==> src/rtl/dlx_pipe_pkg.sv <==
// Shared DLX pipeline definitions: register classes, latencies,
// forwarding-select encodings and the scoreboard entry record.
package dlx_pipe_pkg;

    localparam int unsigned CLASS_GPR = 0;
    localparam int unsigned CLASS_FPR = 1;

    localparam int unsigned LAT_ALU  = 1;
    localparam int unsigned LAT_LOAD = 2;

    // fwd_sel: 0 reads the register file, k selects result bus k (1 = newest)
    localparam int unsigned FWD_RF   = 0;
    localparam int unsigned FWD_BUS1 = 1;

    // Field widths cover MAX_LAT up to 255 and FWD_STAGES up to 16
    localparam int unsigned SB_CNT_W = 8;
    localparam int unsigned SB_AGE_W = 4;

    typedef struct packed {
        logic                busy;
        logic [SB_CNT_W-1:0] cnt;   // cycles until the result reaches bus 1
        logic [SB_AGE_W-1:0] age;   // cycles since the result reached bus 1
    } sb_entry_t;

endpackage

==> src/rtl/dlx_sb_lookup.sv <==
// Per-source decode of one scoreboard entry into a RAW flag and a
// forwarding-bus select.
module dlx_sb_lookup
    import dlx_pipe_pkg::*;
#(
    parameter  int unsigned FWD_STAGES = 3,
    localparam int unsigned FWD_W      = $clog2(FWD_STAGES + 1)
) (
    input  sb_entry_t        ent_i,
    input  logic             use_i,
    output logic             raw_o,
    output logic [FWD_W-1:0] fwd_sel_o
);

    // Result still pending -> RAW; result on a bus -> forward from bus age+1
    always_comb begin
        raw_o     = 1'b0;
        fwd_sel_o = FWD_W'(FWD_RF);
        if (use_i && ent_i.busy) begin
            if (ent_i.cnt != '0) begin
                raw_o = 1'b1;
            end else begin
                fwd_sel_o = FWD_W'(ent_i.age) + FWD_W'(FWD_BUS1);
            end
        end
    end

endmodule

==> src/rtl/dlx_hazard_scoreboard.sv <==
// ID-stage hazard/forwarding scoreboard with writeback-slot reservation.
// All state advances on the falling clock edge, like the ID/EX registers.
module dlx_hazard_scoreboard
    import dlx_pipe_pkg::*;
#(
    parameter  int unsigned NREG       = 32,
    parameter  int unsigned NCLASS     = 2,
    parameter  int unsigned FWD_STAGES = 3,
    parameter  int unsigned MAX_LAT    = 8,
    parameter  int unsigned CNT_W      = 16,
    localparam int unsigned REG_W      = $clog2(NREG),
    localparam int unsigned CLS_W      = (NCLASS > 1) ? $clog2(NCLASS) : 1,
    localparam int unsigned LAT_W      = $clog2(MAX_LAT + 1),
    localparam int unsigned FWD_W      = $clog2(FWD_STAGES + 1)
) (
    input  logic             clk,
    input  logic             rst,
    input  logic             id_valid,
    input  logic             id_kill,
    input  logic [REG_W-1:0] src1_sel,
    input  logic [REG_W-1:0] src2_sel,
    input  logic             src1_use,
    input  logic             src2_use,
    input  logic [CLS_W-1:0] src_class,
    input  logic [REG_W-1:0] dst_sel,
    input  logic [CLS_W-1:0] dst_class,
    input  logic             dst_wr,
    input  logic [LAT_W-1:0] lat,
    output logic             stall,
    output logic             issue,
    output logic [FWD_W-1:0] fwd_sel1,
    output logic [FWD_W-1:0] fwd_sel2,
    output logic             lat_err,
    output logic [CNT_W-1:0] stall_count
);

    sb_entry_t        ent_q [NCLASS][NREG];
    sb_entry_t        ent_d [NCLASS][NREG];
    logic [MAX_LAT:1] res_q, res_d;
    logic             lat_err_q, lat_err_d;
    logic [CNT_W-1:0] stall_cnt_q, stall_cnt_d;

    logic             lat_bad;
    logic [LAT_W-1:0] lat_eff;
    logic             active;
    logic             dst_real;
    logic             wr_fire;
    logic             raw1, raw2, waw, struct_hz;
    sb_entry_t        src1_ent, src2_ent, dst_ent;

    assign src1_ent = ent_q[src_class][src1_sel];
    assign src2_ent = ent_q[src_class][src2_sel];
    assign dst_ent  = ent_q[dst_class][dst_sel];

    dlx_sb_lookup #(.FWD_STAGES(FWD_STAGES)) u_lookup1 (
        .ent_i     (src1_ent),
        .use_i     (src1_use),
        .raw_o     (raw1),
        .fwd_sel_o (fwd_sel1)
    );

    dlx_sb_lookup #(.FWD_STAGES(FWD_STAGES)) u_lookup2 (
        .ent_i     (src2_ent),
        .use_i     (src2_use),
        .raw_o     (raw2),
        .fwd_sel_o (fwd_sel2)
    );

    // Issue decision; a write to GPR r0 is discarded outright, so it neither
    // tracks an entry nor claims a writeback slot
    always_comb begin
        lat_bad   = (lat == '0) || (lat > LAT_W'(MAX_LAT));
        lat_eff   = lat_bad ? LAT_W'(MAX_LAT) : lat;
        active    = id_valid && !id_kill;
        dst_real  = dst_wr && !((dst_class == CLS_W'(CLASS_GPR)) && (dst_sel == '0));
        waw       = dst_real && dst_ent.busy && (dst_ent.cnt >= SB_CNT_W'(lat_eff));
        struct_hz = dst_real && res_q[lat_eff];
        stall     = active && (raw1 || raw2 || waw || struct_hz);
        issue     = active && !stall;
        wr_fire   = issue && dst_real;
    end

    // Entry aging, with a new issue overriding its destination entry
    always_comb begin
        for (int unsigned c = 0; c < NCLASS; c++) begin
            for (int unsigned r = 0; r < NREG; r++) begin
                ent_d[c][r] = ent_q[c][r];
                if (ent_q[c][r].busy) begin
                    if (ent_q[c][r].cnt != '0) begin
                        ent_d[c][r].cnt = ent_q[c][r].cnt - SB_CNT_W'(1);
                    end else if (ent_q[c][r].age == SB_AGE_W'(FWD_STAGES - 1)) begin
                        ent_d[c][r] = '0;
                    end else begin
                        ent_d[c][r].age = ent_q[c][r].age + SB_AGE_W'(1);
                    end
                end
                if (wr_fire && (CLS_W'(c) == dst_class) && (REG_W'(r) == dst_sel)) begin
                    ent_d[c][r].busy = 1'b1;
                    ent_d[c][r].cnt  = SB_CNT_W'(lat_eff - LAT_W'(1));
                    ent_d[c][r].age  = '0;
                end
            end
        end
    end

    // Reservation shift; a latency-L issue lands at L-1 after this edge's shift,
    // and a latency-1 slot expires immediately so it is not stored
    always_comb begin
        res_d = {1'b0, res_q[MAX_LAT:2]};
        if (wr_fire && (lat_eff > LAT_W'(1))) begin
            res_d[lat_eff - LAT_W'(1)] = 1'b1;
        end
    end

    // Sticky latency error and saturating stall counter
    always_comb begin
        lat_err_d   = lat_err_q || (active && dst_wr && lat_bad);
        stall_cnt_d = stall_cnt_q;
        if (stall && (stall_cnt_q != '1)) begin
            stall_cnt_d = stall_cnt_q + CNT_W'(1);
        end
    end

    // State registers, falling edge, asynchronous reset
    always_ff @(negedge clk or posedge rst) begin
        if (rst) begin
            ent_q       <= '{default: '0};
            res_q       <= '0;
            lat_err_q   <= 1'b0;
            stall_cnt_q <= '0;
        end else begin
            ent_q       <= ent_d;
            res_q       <= res_d;
            lat_err_q   <= lat_err_d;
            stall_cnt_q <= stall_cnt_d;
        end
    end

    assign lat_err     = lat_err_q;
    assign stall_count = stall_cnt_q;

endmodule

==> config.mk <==
export PLATFORM = sky130hd
export DESIGN_NAME = dlx_hazard_scoreboard
export DESIGN_NICKNAME = d
export VERILOG_FILES = /design/src/rtl/dlx_pipe_pkg.sv /design/src/rtl/dlx_sb_lookup.sv /design/src/rtl/dlx_hazard_scoreboard.sv
export SDC_FILE = /design/constraint.sdc
export NUM_CORES = 2
export LEC_CHECK = 0
export CAP_MARGIN = 5
export CORE_MARGIN = 2
export CORE_UTILIZATION = 59
export DETAILED_ROUTE_END_ITERATION = 7
export PLACE_DENSITY = 0.78
export SETUP_SLACK_MARGIN = 0.1
export SLEW_MARGIN = 5
export SYNTH_ARGS = -nofsm -noshare
export SYNTH_HDL_FRONTEND = slang
export SYNTH_SLANG_ARGS = --single-unit
==> constraint.sdc <==
create_clock -name clk -period 25.1 [get_ports clk]
set_clock_uncertainty 0.05 [all_clocks]
set_input_delay 3.765 -clock clk [delete_from_list [all_inputs] [get_ports clk]]
set_output_delay 3.765 -clock clk [all_outputs]
set_load 0.03 [all_outputs]
==> qor.yml <==
cts_root_buffer: "clkbuf_16"
final_cell_area_mm2: 0.0662
syn_nets: 6943
violations: "design-rule violations"
gp_congestion: 1.02
crit_fanout: 17
first_global_vias: 52500
routedWlPerCell_um: 26.4
die_w_um: 327
fin_nets: 6817
grt_max_degree: 159
synth_area_mm2: 0.0615
pwr-share-seq_pct: 40.8
cts_setup_buffers: 0
switching_share_pct: 40.0
placed_area_mm2: 0.0629
yosys_warnings: 0
startpoint: "ent_q[381]$_DFFE_NP0P_"
syn_inst: 6650
synth.top_cells.by_count: "dfrtn_1, a21oi_1, nor2_1"
synthTopCellsByArea: "dfrtn_1, mux4_2, mux2i_1"
cp-end-kind: "output pin"
synthDistinctLibCells: 89
antenna_found_initial: 12
ant_nets: 0
intPower_w: 0.00370
dp_hpwl_um: 145000
finalMaxSlewViolations: 0
required_ns: 21.29
core-area_mm2: 0.103
worst_pin_slew_ns: 1.39
async_reset_ff_share_pct: 100
cts_max_level: 3
post_cts_resized: 0
via_per_inst: 7.02
drt-pass1-iter-count: 8
pin_count: 51
grt_pass1_wl_um: 319000
setup_slack_ns: 2.63
min-delay-start: "res_q[6]$_DFF_NP0_"
outcome: "finished with violations"
power.total_w: 0.00617
num_vias: 56000
synth_top_area_share_pct: 34.9
synthFlopType: "dfrtn_1"
insertion_delay_ns: 0.66
synth-edff-count: 0
cts.sinks: 857
leakage_nw: 28.9
clk_path_buf_depth: 3
switchingPower_w: 0.00247
path_clk_slew_ns: 0.04
r2r-start: "ent_q[381]$_DFFE_NP0P_"
setup_viol: 0
synth_seq_cells: 857
critPathArrivalTime_ns: 18.66
syn_avg_cell_area_um2: 9.25
numCtsBuffers: 100
rsz0062_at_grt: "no"
relSlewSlack_pct: 6.27
initial_utilization_pct: 59.4
drc: 24
num_rows: 118
power_density_mw_per_mm2: 93.3
cp-start-kind: "register"
dieArea_mm2: 0.107
hp-class: "register to register"
rrSetupSlack_ns: 18.72
drive_above_1_share_pct: 10.3
grt.total_usage_pct: 38.9
drtIter0Drc: 7026
cts_tree: "yes"
synthToLayoutAreaGrowth_pct: 7.64
drv_cap: 0
wl_um: 211000
clkPwrFrac_pct: 24.5
yosys.area.top_type: "dfrtn_1"
synth_most_common_cell: "dfrtn_1"
crit_type: "register to output pin"
fp.dieH_um: 327
vdd_ir_drop_max_mv: 0.0712
dp_slack_ns: 2.10
hold_violations: 0
ys_seq_area_share_pct: 34.9
port_buffers: 50
overflow: 0
cts_hold_buf: 0
p_comb_share_pct: 34.7
[state kept, by name (all words and copies together) (netlist names)]
signal       cells
lat_err          1
res_q            8
stall_count     16
ent_q          832
[layout make-up]
type / instances / area, um2
multi-input cells: 5152 / 37400
fillers: 8365 / 37300
flip-flops and latches: 857 / 21400
clock buffers: 142 / 2840
well taps: 1380 / 1730
repair buffers: 128 / 1180
inverters: 285 / 1080
clock inverters: 33 / 454
diodes: 5 / 12.5
[per-layer routing]
layer	part of all wire, %	up-vias	wire length [um]	global-route usage, %
met5	0.11	-	228	1.02
met4	8.0	12	16900	25.7
met3	12	881	24600	9.56
met2	43	3295	91100	57.6
met1	37	27300	77900	50.7
li1	-	24500	-	-
[per-stage QoR]
| step | util, % | hold slack [ns] | instances | TNS, ns |
|---|---|---|---|---|
| CTS | 63.9 | 0.363 | 7977 | 0 |
| floorplan | - | 0.344 | 6650 | -2320.41 |
| detailed placement | 60.7 | 0.365 | 7802 | 0 |
| global placement | 60.7 | 0.363 | 7802 | 0 |
| global route | 63.9 | 0.371 | 7977 | 0 |
| finish | 63.9 | 0.359 | 7982 | 0 |
[power groups by stage]
stage	logic [W]	registers [W]	clock network, W
2_1_floorplan	0.00165	0.00225	0
3_3_place_gp	0.00200	0.00248	0
3_5_place_dp	0.00208	0.00250	0
4_1_cts	0.00209	0.00248	0.00152
5_1_grt	0.00236	0.00257	0.00157
6_report	0.00214	0.00252	0.00152
[worst paths after layout]
kind / endpoint / cells after the start
worst max-delay path: stall / 14
worst min-delay path: res_q[5]$_DFF_NP0_ / 1
worst max register to register: ent_q[66]$_DFFE_NP0P_ / 15
worst min register to register: res_q[5]$_DFF_NP0_ / 1
max in group asynchronous: ent_q[543]$_DFFE_NP0P_ / 4
min in group asynchronous: ent_q[92]$_DFFE_NP0P_ / 2
[cells by family after synthesis]
kind of cell             count (synthesis)  synth area share (%)
AO/OA/AOI/OAI                         1489                  14.2
XOR/XNOR                               113                  1.61
adder cells (fa/ha/maj)                265                  5.39
buffers and inverters                  641                  4.37
flip-flops                             857                  34.9
multiplexers                           821                  18.6
other                                    1               0.00610
AND/OR/NAND/NOR                       2463                  20.9
[cells in the final DEF, fill, tap and decap left out, drive strengths merged, types with 22 or more instances in the layout]
master         instances
nor2                 523
xnor2                 58
o21ai                306
and2                  69
a21oi                694
nor2b                 61
nand4                 94
a211oi                36
nand4b                25
a31oi                115
dfrtn                857
inv                  284
buf                   86
clkdlybuf4s50         41
xor2                  55
o22ai                 42
nand2                472
o21bai                22
mux4                 249
nand3                281
nor4                 133
or3                   27
nor3                 458
o31a                  37
nand2b                37
a22oi                 29
mux2i                487
nor3b                133
ha                   265
mux2                  85
and3                  55
clkbuf               143
[critical path, cell delays in order (launching register included)]
cell and delay (ns):
dfrtn_1 0.44, mux4_2 0.55, mux4_2 0.62, mux4_2 0.49, inv_1 0.07, ha_1 0.12, nand2b_1 0.09, a21o_1 0.11
a21oi_1 0.06, o2111a_1 0.25, a21boi_0 0.14, a22oi_1 0.51, nand3_1 0.85, a21boi_0 0.42, clkdlybuf4s50_1 0.72
Power figures use the tool's default switching activity.
